$ cat src/rtl/ps2_key_fifo.sv
// PS/2 keyboard receiver: synchronise and filter the lines, frame bytes, fold E0/F0 prefixes
// into key events, and buffer the events in a first-word fall-through FIFO.
module ps2_key_fifo #(
    parameter int FILTER_LEN     = 4,
    parameter int TIMEOUT_CYCLES = 50000,
    parameter int FIFO_DEPTH     = 8
) (
    input  logic       clk,
    input  logic       reset,
    input  logic       ps2k_clk,
    input  logic       ps2k_data,
    output logic       ev_valid,
    input  logic       ev_ready,
    output logic [7:0] ev_code,
    output logic       ev_ext,
    output logic       ev_break,
    output logic       key_held,
    output logic       parity_err,
    output logic       frame_err,
    output logic       overflow
);
    localparam int AW = $clog2(FIFO_DEPTH);
    localparam int FW = $clog2(FILTER_LEN + 1);
    localparam int TW = $clog2(TIMEOUT_CYCLES + 1);

    typedef enum logic [1:0] {IDLE, DATA, PARITY, STOP} rx_state_t;
    typedef struct packed {
        logic       ext;
        logic       brk;
        logic [7:0] code;
    } key_ev_t;

    logic c_s1, c_s2, d_s1, d_s2;
    logic filt, filt_q, fall;
    logic [FW-1:0] flt_cnt;

    always_ff @(posedge clk or posedge reset) begin
        if (reset) begin
            {c_s1, c_s2, d_s1, d_s2} <= '0;
            filt    <= 1'b0;
            filt_q  <= 1'b0;
            flt_cnt <= '0;
        end else begin
            c_s1   <= ps2k_clk;
            c_s2   <= c_s1;
            d_s1   <= ps2k_data;
            d_s2   <= d_s1;
            filt_q <= filt;
            // a new level must be seen FILTER_LEN consecutive cycles before it is taken
            if (c_s2 != filt) begin
                if (flt_cnt == FW'(FILTER_LEN - 1)) begin
                    filt    <= c_s2;
                    flt_cnt <= '0;
                end else begin
                    flt_cnt <= flt_cnt + FW'(1);
                end
            end else begin
                flt_cnt <= '0;
            end
        end
    end

    assign fall = filt_q & ~filt;

    rx_state_t state, state_n;
    logic [TW-1:0] tcnt;
    logic [7:0] shreg;
    logic [2:0] bitcnt;
    logic par, frame_done, start_bad, tmo, par_ok, good;

    always_ff @(posedge clk or posedge reset) begin
        if (reset) state <= IDLE;
        else       state <= state_n;
    end

    always_comb begin
        state_n    = state;
        frame_done = 1'b0;
        start_bad  = 1'b0;
        tmo        = 1'b0;
        if (fall) begin
            case (state)
                IDLE:   if (!d_s2) state_n = DATA; else start_bad = 1'b1;
                DATA:   if (bitcnt == 3'd7) state_n = PARITY;
                PARITY: state_n = STOP;
                STOP:   begin state_n = IDLE; frame_done = 1'b1; end
                default: state_n = IDLE;
            endcase
        end else if (state != IDLE && tcnt == TW'(TIMEOUT_CYCLES - 1)) begin
            state_n = IDLE;
            tmo     = 1'b1;
        end
    end

    assign par_ok = ^{shreg, par};
    assign good   = frame_done & par_ok & d_s2;

    logic    ext, brk, wr_en;
    key_ev_t wr_ev;

    always_ff @(posedge clk or posedge reset) begin
        if (reset) begin
            tcnt       <= '0;
            shreg      <= '0;
            bitcnt     <= '0;
            par        <= 1'b0;
            ext        <= 1'b0;
            brk        <= 1'b0;
            wr_en      <= 1'b0;
            wr_ev      <= '0;
            key_held   <= 1'b0;
            parity_err <= 1'b0;
            frame_err  <= 1'b0;
        end else begin
            tcnt       <= (state == IDLE || fall) ? '0 : tcnt + TW'(1);
            parity_err <= frame_done & ~par_ok;
            frame_err  <= start_bad | tmo | (frame_done & ~d_s2);
            wr_en      <= 1'b0;
            if (fall && state == IDLE) bitcnt <= '0;
            if (fall && state == DATA) begin
                shreg  <= {d_s2, shreg[7:1]};
                bitcnt <= bitcnt + 3'd1;
            end
            if (fall && state == PARITY) par <= d_s2;
            if (good) begin
                if (shreg == 8'hE0)      ext <= 1'b1;
                else if (shreg == 8'hF0) brk <= 1'b1;
                else begin
                    wr_en    <= 1'b1;
                    wr_ev    <= '{ext: ext, brk: brk, code: shreg};
                    key_held <= ~brk;
                    ext      <= 1'b0;
                    brk      <= 1'b0;
                end
            end
        end
    end

    // one extra pointer bit separates full from empty when the indices match
    key_ev_t mem [FIFO_DEPTH];
    logic [AW:0] wptr, rptr;
    logic empty, full, pop, push;
    key_ev_t head;

    assign empty = (wptr == rptr);
    assign full  = (wptr[AW] != rptr[AW]) && (wptr[AW-1:0] == rptr[AW-1:0]);
    assign pop   = ~empty & ev_ready;
    assign push  = wr_en & (~full | pop);

    always_ff @(posedge clk) begin
        if (push) mem[wptr[AW-1:0]] <= wr_ev;
    end

    always_ff @(posedge clk or posedge reset) begin
        if (reset) begin
            wptr     <= '0;
            rptr     <= '0;
            overflow <= 1'b0;
        end else begin
            overflow <= wr_en & full & ~pop;
            if (push) wptr <= wptr + (AW+1)'(1);
            if (pop)  rptr <= rptr + (AW+1)'(1);
        end
    end

    assign head     = mem[rptr[AW-1:0]];
    assign ev_valid = ~empty;
    assign ev_code  = ev_valid ? head.code : 8'h00;
    assign ev_ext   = ev_valid & head.ext;
    assign ev_break = ev_valid & head.brk;
endmodule

$ cat config.mk
export PLATFORM = sky130hd
export DESIGN_NAME = ps2_key_fifo
export DESIGN_NICKNAME = d
export VERILOG_FILES = /design/src/rtl/ps2_key_fifo.sv
export SDC_FILE = /design/constraint.sdc
export NUM_CORES = 1
export LEC_CHECK = 0
export BUFFER_PORTS_ARGS = -buffer_cell sky130_fd_sc_hd__clkbuf_2
export CELL_PAD_IN_SITES_DETAIL_PLACEMENT = 2
export CELL_PAD_IN_SITES_GLOBAL_PLACEMENT = 2
export CORE_ASPECT_RATIO = 1.5
export CORE_MARGIN = 2
export CORE_UTILIZATION = 46
export DETAILED_ROUTE_END_ITERATION = 6
export PLACE_DENSITY_LB_ADDON = 0.1
export SLEW_MARGIN = 20
export SYNTH_ARGS = -nofsm -noshare
export SYNTH_HDL_FRONTEND = slang
export SYNTH_SLANG_ARGS = --single-unit
$ cat constraint.sdc
create_clock -name clk -period 2.9 [get_ports clk]
set_input_delay 0.725 -clock clk [delete_from_list [all_inputs] [get_ports clk]]
set_output_delay 0.725 -clock clk [all_outputs]
set_load 0.005 [all_outputs]
==> out/summary.txt, run 1 <==
Status -> completed
Slew margin rel. -> 35.1%
Area growth, synth to finish -> 15.2%
Initial core utilization -> 46.6%
Final period utilization -> 95.6%
Peak Freq -> 361 MHz
Via/cell ratio -> 5.46
DIE AREA -> 14000 um^2
Tot GR Track Use -> 21.3%
Post-synthesis sequential area ratio -> 66.7%
Post-DR wirelength/cell -> 23.0 um
Net count, final -> 435
Port Buf Inserts -> 19
Leak pwr -> 2.53 nW
Largest net degree at the start of global routing -> 39
CP startpoint kind -> register
Initial antenna violation count -> 0
Post-synthesis cell count -> 381
Number of enable flip-flop cells after synthesis -> 80
Final hold viol count -> 0
IO Pins -> 20
Seq pwr share -> 42.8%
Combinational fraction of design power -> 20.3%
Row Count -> 51
Core Box Area -> 12900 um^2
CP required -> 2170 ps
Reg area -> 4000 um^2
P_int -> 3.87 mW
Slowest cell on crit path -> mux4_2
Clk Latency, worst-skew pair -> 420 ps
Final setup viols -> 0
Area of the multi-input gates -> 1900 um^2
Final Critical Period -> 2770 ps
Synth async-reset ratio -> 44.4%
CP top delay family -> multiplexers
# DRC -> 0
WL final -> 13.6 mm
Clk sinks -> 144
Most frequent cells in the layout -> edfxtp_1 (80), dfrtp_1 (64), nor2_1 (37), mux4_2 (20)
Clk pin slew, worst setup/hold paths -> 60 ps
Ant. Diodes -> 0
Placed insts -> 559
Worst Path Arrival -> 2050 ps
CTS tree -> done
CTS root buf -> clkbuf_16
Final-report max-slew violation count -> 0
Setup CP Type -> register to output pin
Worst slew pin tran -> 970 ps
Placer's final routability congestion estimate -> 0.712
Final Instance Count excl. Fillers -> 591
Crit path capture type -> output pin
Net Sw Frac -> 30.1%
Worst-path fanout max -> 23
Critical path buffers and inverters -> 2
First-pass GRT wire length -> 21.9 mm
Pwr dens -> 800 nW/um^2
Routed vias -> 3229
Gr ovfl total -> 0
Final ANT Viol Nets -> 0
Mapped Nets -> 397
Setup tns final -> 0 ps
Worst vdd ir -> 0.000386 V
Post-detail-place hpwl -> 9.20 mm
Detailed Route Iter0 Violations -> 126
Top FF cell, synth -> edfxtp_1
Commonest non-fill, non-tap cell in the layout -> edfxtp_1
Max-Cap Viols -> 0
Netlist Area Pre-Place -> 6010 um^2
Pre-antenna DRT Iters -> 4
Post-synthesis cell type count -> 43
Synthesized area per cell -> 15.8 um^2
RSZ-0062 raised after global routing -> no
Vias in the first global route -> 3780
# fillers -> 1198
Synthesized flop and latch total -> 144
Switching power -> 1.66 mW
CP peak stage delay -> 560 ps
H-tree depth -> 4
Bufs on Longest Clock Path -> 2
Hold crit path type -> register to register
Synth warn -> 0
Die Ht -> 144 um
CTS Buf Count -> 17
Worst-path cell chain -> buf_8, mux4_2, mux2i_1, nor2_1, clkbuf_2
Layout Skew -> 8.06 ps
Clock Power Share -> 36.9%
Layout cells sized above 1 -> 27.1%
Die W -> 97.3 um
[Yosys cell counts, types with 2 or more instances]
library cell / count / area, um^2
a21oi_1: 2 / 10.0
a32o_1: 2 / 20.0
and2b_2: 2 / 17.5
and3_1: 4 / 25.0
buf_2: 2 / 10.0
clkbuf_1: 11 / 41.3
dfrtp_1: 64 / 1600
edfxtp_1: 80 / 2400
ha_1: 11 / 138
inv_1: 10 / 37.5
mux2_2: 16 / 180
mux2_4: 5 / 75.1
mux2i_1: 12 / 120
mux4_2: 20 / 450
nand2_1: 19 / 71.3
nand2b_1: 6 / 37.5
nand3_1: 7 / 35.0
nand4_1: 4 / 25.0
nor2_1: 37 / 139
nor2b_1: 3 / 18.8
nor3_1: 3 / 15.0
nor3b_1: 3 / 22.5
nor4b_1: 2 / 17.5
o21ai_0: 6 / 30.0
or3_1: 4 / 25.0
xnor2_1: 19 / 166
xor2_1: 11 / 96.3
[logic make-up (layout without fill, tap and decap cells)]
family | Yosys count | in the layout | share of synthesized area (%)
buffers and inverters | 25 | 76 | 1.73
DFF | 144 | 144 | 66.7
muxes | 53 | 53 | 13.7
and+or+nand+nor | 100 | 100 | 8.33
adders and majority gates | 11 | 11 | 2.29
xor gates and xnor gates | 32 | 32 | 5.04
AOI/OAI and AO/OA | 16 | 16 | 2.19
[sequential cells by signal (all words and copies together), names as in the netlist]
register	flops
parity_err	1
c_s2	1
shreg	8
mem	80
key_held	1
filt	1
bitcnt	3
frame_err	1
rptr	4
overflow	1
flt_cnt	3
d_s1	1
wr_en	1
filt_q	1
d_s2	1
wptr	4
c_s1	1
state	2
wr_ev	10
brk	1
tcnt	16
ext	1
par	1
[worst paths after layout]
kind                                           start                    to  slack [ps]  cells past startpoint
worst min-delay path                  d_s1$_DFF_PP0_        d_s2$_DFF_PP0_         350                      0
worst min register to register        d_s1$_DFF_PP0_        d_s2$_DFF_PP0_         350                      0
worst max register to register  shreg[1]$_DFFE_PP0P_  wr_ev[8]$_DFFE_PP0P_         440                      7
worst max-delay path             rptr[0]$_DFFE_PP0P_            ev_code[5]         130                      5
max in group asynchronous                      reset  shreg[4]$_DFFE_PP0P_        1920                      3
min in group asynchronous                      reset  flt_cnt[0]$_DFF_PP0_         360                      2
[per-stage QoR]
stage	hold WS [ps]	area, um^2	setup WS (ps)	utilization [%]	power [mW]
finish	353	6920	129	53.7	5.53
global route	366	6920	0.956	53.7	5.80
CTS	358	6920	30.2	53.6	5.61
detailed placement	343	6360	372	49.3	3.55
global placement	336	6360	439	49.3	3.49
floorplan	331	6010	441	-	3.19
[layout make-up]
class | instances | share of cell area [%]
clock buffer | 17 | 6.15
clock inverter | 15 | 1.84
inverter | 10 | 0.542
multi-input combinational | 212 | 27.4
sequential | 144 | 57.9
tap | 159 | 2.88
timing repair buffer | 34 | 3.29
[routing by layer]
| metal | GRT usage [%] | share of wire [%] |
|---|---|---|
| met5 | 0 | 0 |
| met4 | 6.51 | 1.4 |
| met3 | 3.65 | 1.7 |
| met2 | 42.6 | 59 |
| met1 | 22.5 | 37 |
[what timing repair did]
action,4_1_cts,5_1_grt
setup endpoints to repair,3,1
cloned,0,0
resized for setup,1,2
buffers inserted,0,0
hold buffers,0,0
[power by group through the flow]
stage / Sequential, mW / Combinational [mW] / Clock [mW]
2_1_floorplan: 2.37 / 0.818 / 0
3_3_place_gp: 2.41 / 1.08 / 0
3_5_place_dp: 2.41 / 1.14 / 0
4_1_cts: 2.38 / 1.15 / 2.08
5_1_grt: 2.39 / 1.24 / 2.16
6_report: 2.37 / 1.12 / 2.04
No activity file was read; power rests on OpenSTA's default activity.
==> run 2: changes to the inputs <==
- ABC_AREA: default -> 1
- CORE_UTILIZATION: 46 -> 44
- REMOVE_ABC_BUFFERS: default -> 1
- clock period: 2.9 -> 3.6 ns (I/O delays scaled with it)
==> out/summary.txt, run 2 <==
Most frequent cells in the layout -> nand2_1 (103), nor2_1 (92), edfxtp_1 (80), dfrtp_1 (64), o21ai_0 (63)
CP peak stage delay -> 390 ps
Synth warn -> 0
Routed vias -> 4424
Post-synthesis cell type count -> 34
Worst-path cell chain -> buf_4, inv_1, buf_4, o21ai_0, o22ai_1, nor2_1, nor2_1, clkbuf_2
Final-report max-slew violation count -> 0
Die W -> 101 um
CTS Buf Count -> 17
Tot GR Track Use -> 24.1%
Setup CP Type -> register to output pin
Final hold viol count -> 0
Crit path to -> ev_code[7]
Slowest cell on crit path -> dfrtp_1
Synthesized flop and latch total -> 144
Crit path capture type -> output pin
Max-Cap Viols -> 0
Post-DR wirelength/cell -> 20.9 um
CTS tree -> done
Commonest non-fill, non-tap cell in the layout -> nand2_1
Yosys top cell area share -> 38.9%
Clk Latency, worst-skew pair -> 420 ps
Post-synthesis cell count -> 588
Gr ovfl total -> 0
Worst Path Arrival -> 2360 ps
Critical path buffers and inverters -> 4
Setup Buffers After CTS -> 0
Clk pin slew, worst setup/hold paths -> 70 ps
Pwr dens -> 776 nW/um^2
Synth async-reset ratio -> 44.4%
Ant. Diodes -> 0
Final Critical Period -> 3260 ps
Levels on crit path -> 8
Leak pwr -> 2.85 nW
Top cells by area in the synthesized netlist -> edfxtp_1 (39%), dfrtp_1 (26%), nand2_1 (6.3%), nor2_1 (5.6%), o21ai_0 (5.1%)
Row Count -> 53
Layout cells sized above 1 -> 13.0%
Crit. Startpoint -> rptr[0]$_DFFE_PP0P_
Reg2Reg Launch Point -> state[0]$_DFFE_PP0P_
Final period utilization -> 90.6%
RSZ-0062 raised after global routing -> no
Status -> completed
Layout Skew -> 12.6 ps
H-tree depth -> 4
Vias in the first global route -> 5023
Clk sinks -> 144
Number of enable flip-flop cells after synthesis -> 80
Setup tns final -> 0 ps
Netlist Area Pre-Place -> 6170 um^2
Post-synthesis sequential area ratio -> 64.9%
Placed insts -> 765
Placer's final routability congestion estimate -> 0.820
Top FF cell, synth -> edfxtp_1
Reg2reg path depth -> 6
Initial core utilization -> 44.5%
CP top delay family -> buffers and inverters
Reg2Reg Setup Slack -> 1370 ps
Die Ht -> 149 um
WL final -> 16.7 mm
Area growth, synth to finish -> 15.4%
Final Instance Count excl. Fillers -> 797
Final WS setup -> 339 ps
CP startpoint kind -> register
Worst slew pin tran -> 722 ps
Total design power -> 5.52 mW
Worst vdd ir -> 0.000313 V
# DRC -> 0
Net count, final -> 635
Port Buf Inserts -> 19
Core Box Area -> 13900 um^2
Detailed Route Iter0 Violations -> 190
Worst-path fanout max -> 41
Worst R2R End -> tcnt[14]$_DFF_PP0_
CTS root buf -> clkbuf_16
Via/cell ratio -> 5.55
Slew margin rel. -> 51.9%
Hold slack final -> 352 ps
Final setup viols -> 0
Most frequent cell after synthesis -> nand2_1
Max reg flops -> 80
Initial antenna violation count -> 0
Pre-antenna DRT Iters -> 4
IO Pins -> 20
CP required -> 2700 ps
First-pass GRT wire length -> 27.1 mm
DIE AREA -> 15000 um^2
Hold-fix buffers at CTS -> 0
Largest net degree at the start of global routing -> 56
Peak Freq -> 307 MHz
Synthesized area per cell -> 10.5 um^2
Bufs on Longest Clock Path -> 2
Area leader, netlist -> edfxtp_1
Post-detail-place hpwl -> 11.1 mm
Hold crit path type -> register to register
Final ANT Viol Nets -> 0
Setup WS pre-CTS -> 850 ps
Post-CTS Resized -> 0
Commonest cells post-synth -> nand2_1 (103), nor2_1 (92), edfxtp_1 (80), dfrtp_1 (64), o21ai_0 (63)
## run 2: how the worst min path moves through the flow
| stage | from | endpoint | cells after the start |
|---|---|---|---|
| 5_1_grt | c_s1$_DFF_PP0_ | c_s2$_DFF_PP0_ | 0 |
| 2_1_floorplan | c_s1$_DFF_PP0_ | c_s2$_DFF_PP0_ | 0 |
| 6_report | d_s1$_DFF_PP0_ | d_s2$_DFF_PP0_ | 0 |
| 3_5_place_dp | d_s1$_DFF_PP0_ | d_s2$_DFF_PP0_ | 0 |
| 3_3_place_gp | d_s1$_DFF_PP0_ | d_s2$_DFF_PP0_ | 0 |
| 4_1_cts | d_s1$_DFF_PP0_ | d_s2$_DFF_PP0_ | 0 |
## run 2: kinds of logic (layout without fill, tap and decap cells)
| kind of cell | after synthesis | count (layout) | synth area share [%] |
|---|---|---|---|
| compound gates | 106 | 106 | 9.25 |
| xor+xnor | 18 | 18 | 2.56 |
| fa+ha+maj | 11 | 11 | 2.23 |
| buf+inv | 64 | 108 | 4.18 |
| flops | 144 | 144 | 64.9 |
| mux | 1 | 1 | 0.183 |
| simple gates | 244 | 244 | 16.7 |
## run 2: layout make-up
type                    instances  area [um^2]
clock buffers                  24          568
inverters                      42          158
multi-input cells             380         1910
clock inverters                 8         58.8
well taps                     165          206
flip-flops and latches        144         4000
repair buffers                 34          208
fillers                      1395         6740
## run 2: stage by stage
stage | util [%] | cell area (um^2)
after floorplan | - | 6070
after global placement | 46.8 | 6490
after detailed placement | 46.8 | 6490
after CTS | 51.3 | 7120
after global routing | 51.3 | 7120
final | 51.3 | 7120
## run 2: worst reg2reg max path, cell delays in order (launching register included)
cell,delay (ps)
dfrtp_1,410
inv_1,100
ha_1,280
nor2_1,500
clkinv_1,460
o21ai_0,270
o21a_1,150
## run 2: power by group
group          switching (mW)  internal, mW
clock network           0.710          1.11
logic                    1.12         0.552
registers               0.168          1.86
## run 2: metal layers
layer  up-vias  wire, um  share of wire [%]  GRT usage [%]
li1       2056         -                  -              -
met1      2278      6350                 38           26.1
met2        54      9590                 58           45.5
met3        36       259                1.6           3.75
met4         0       473                2.8           10.3
met5         -         0                  0              0
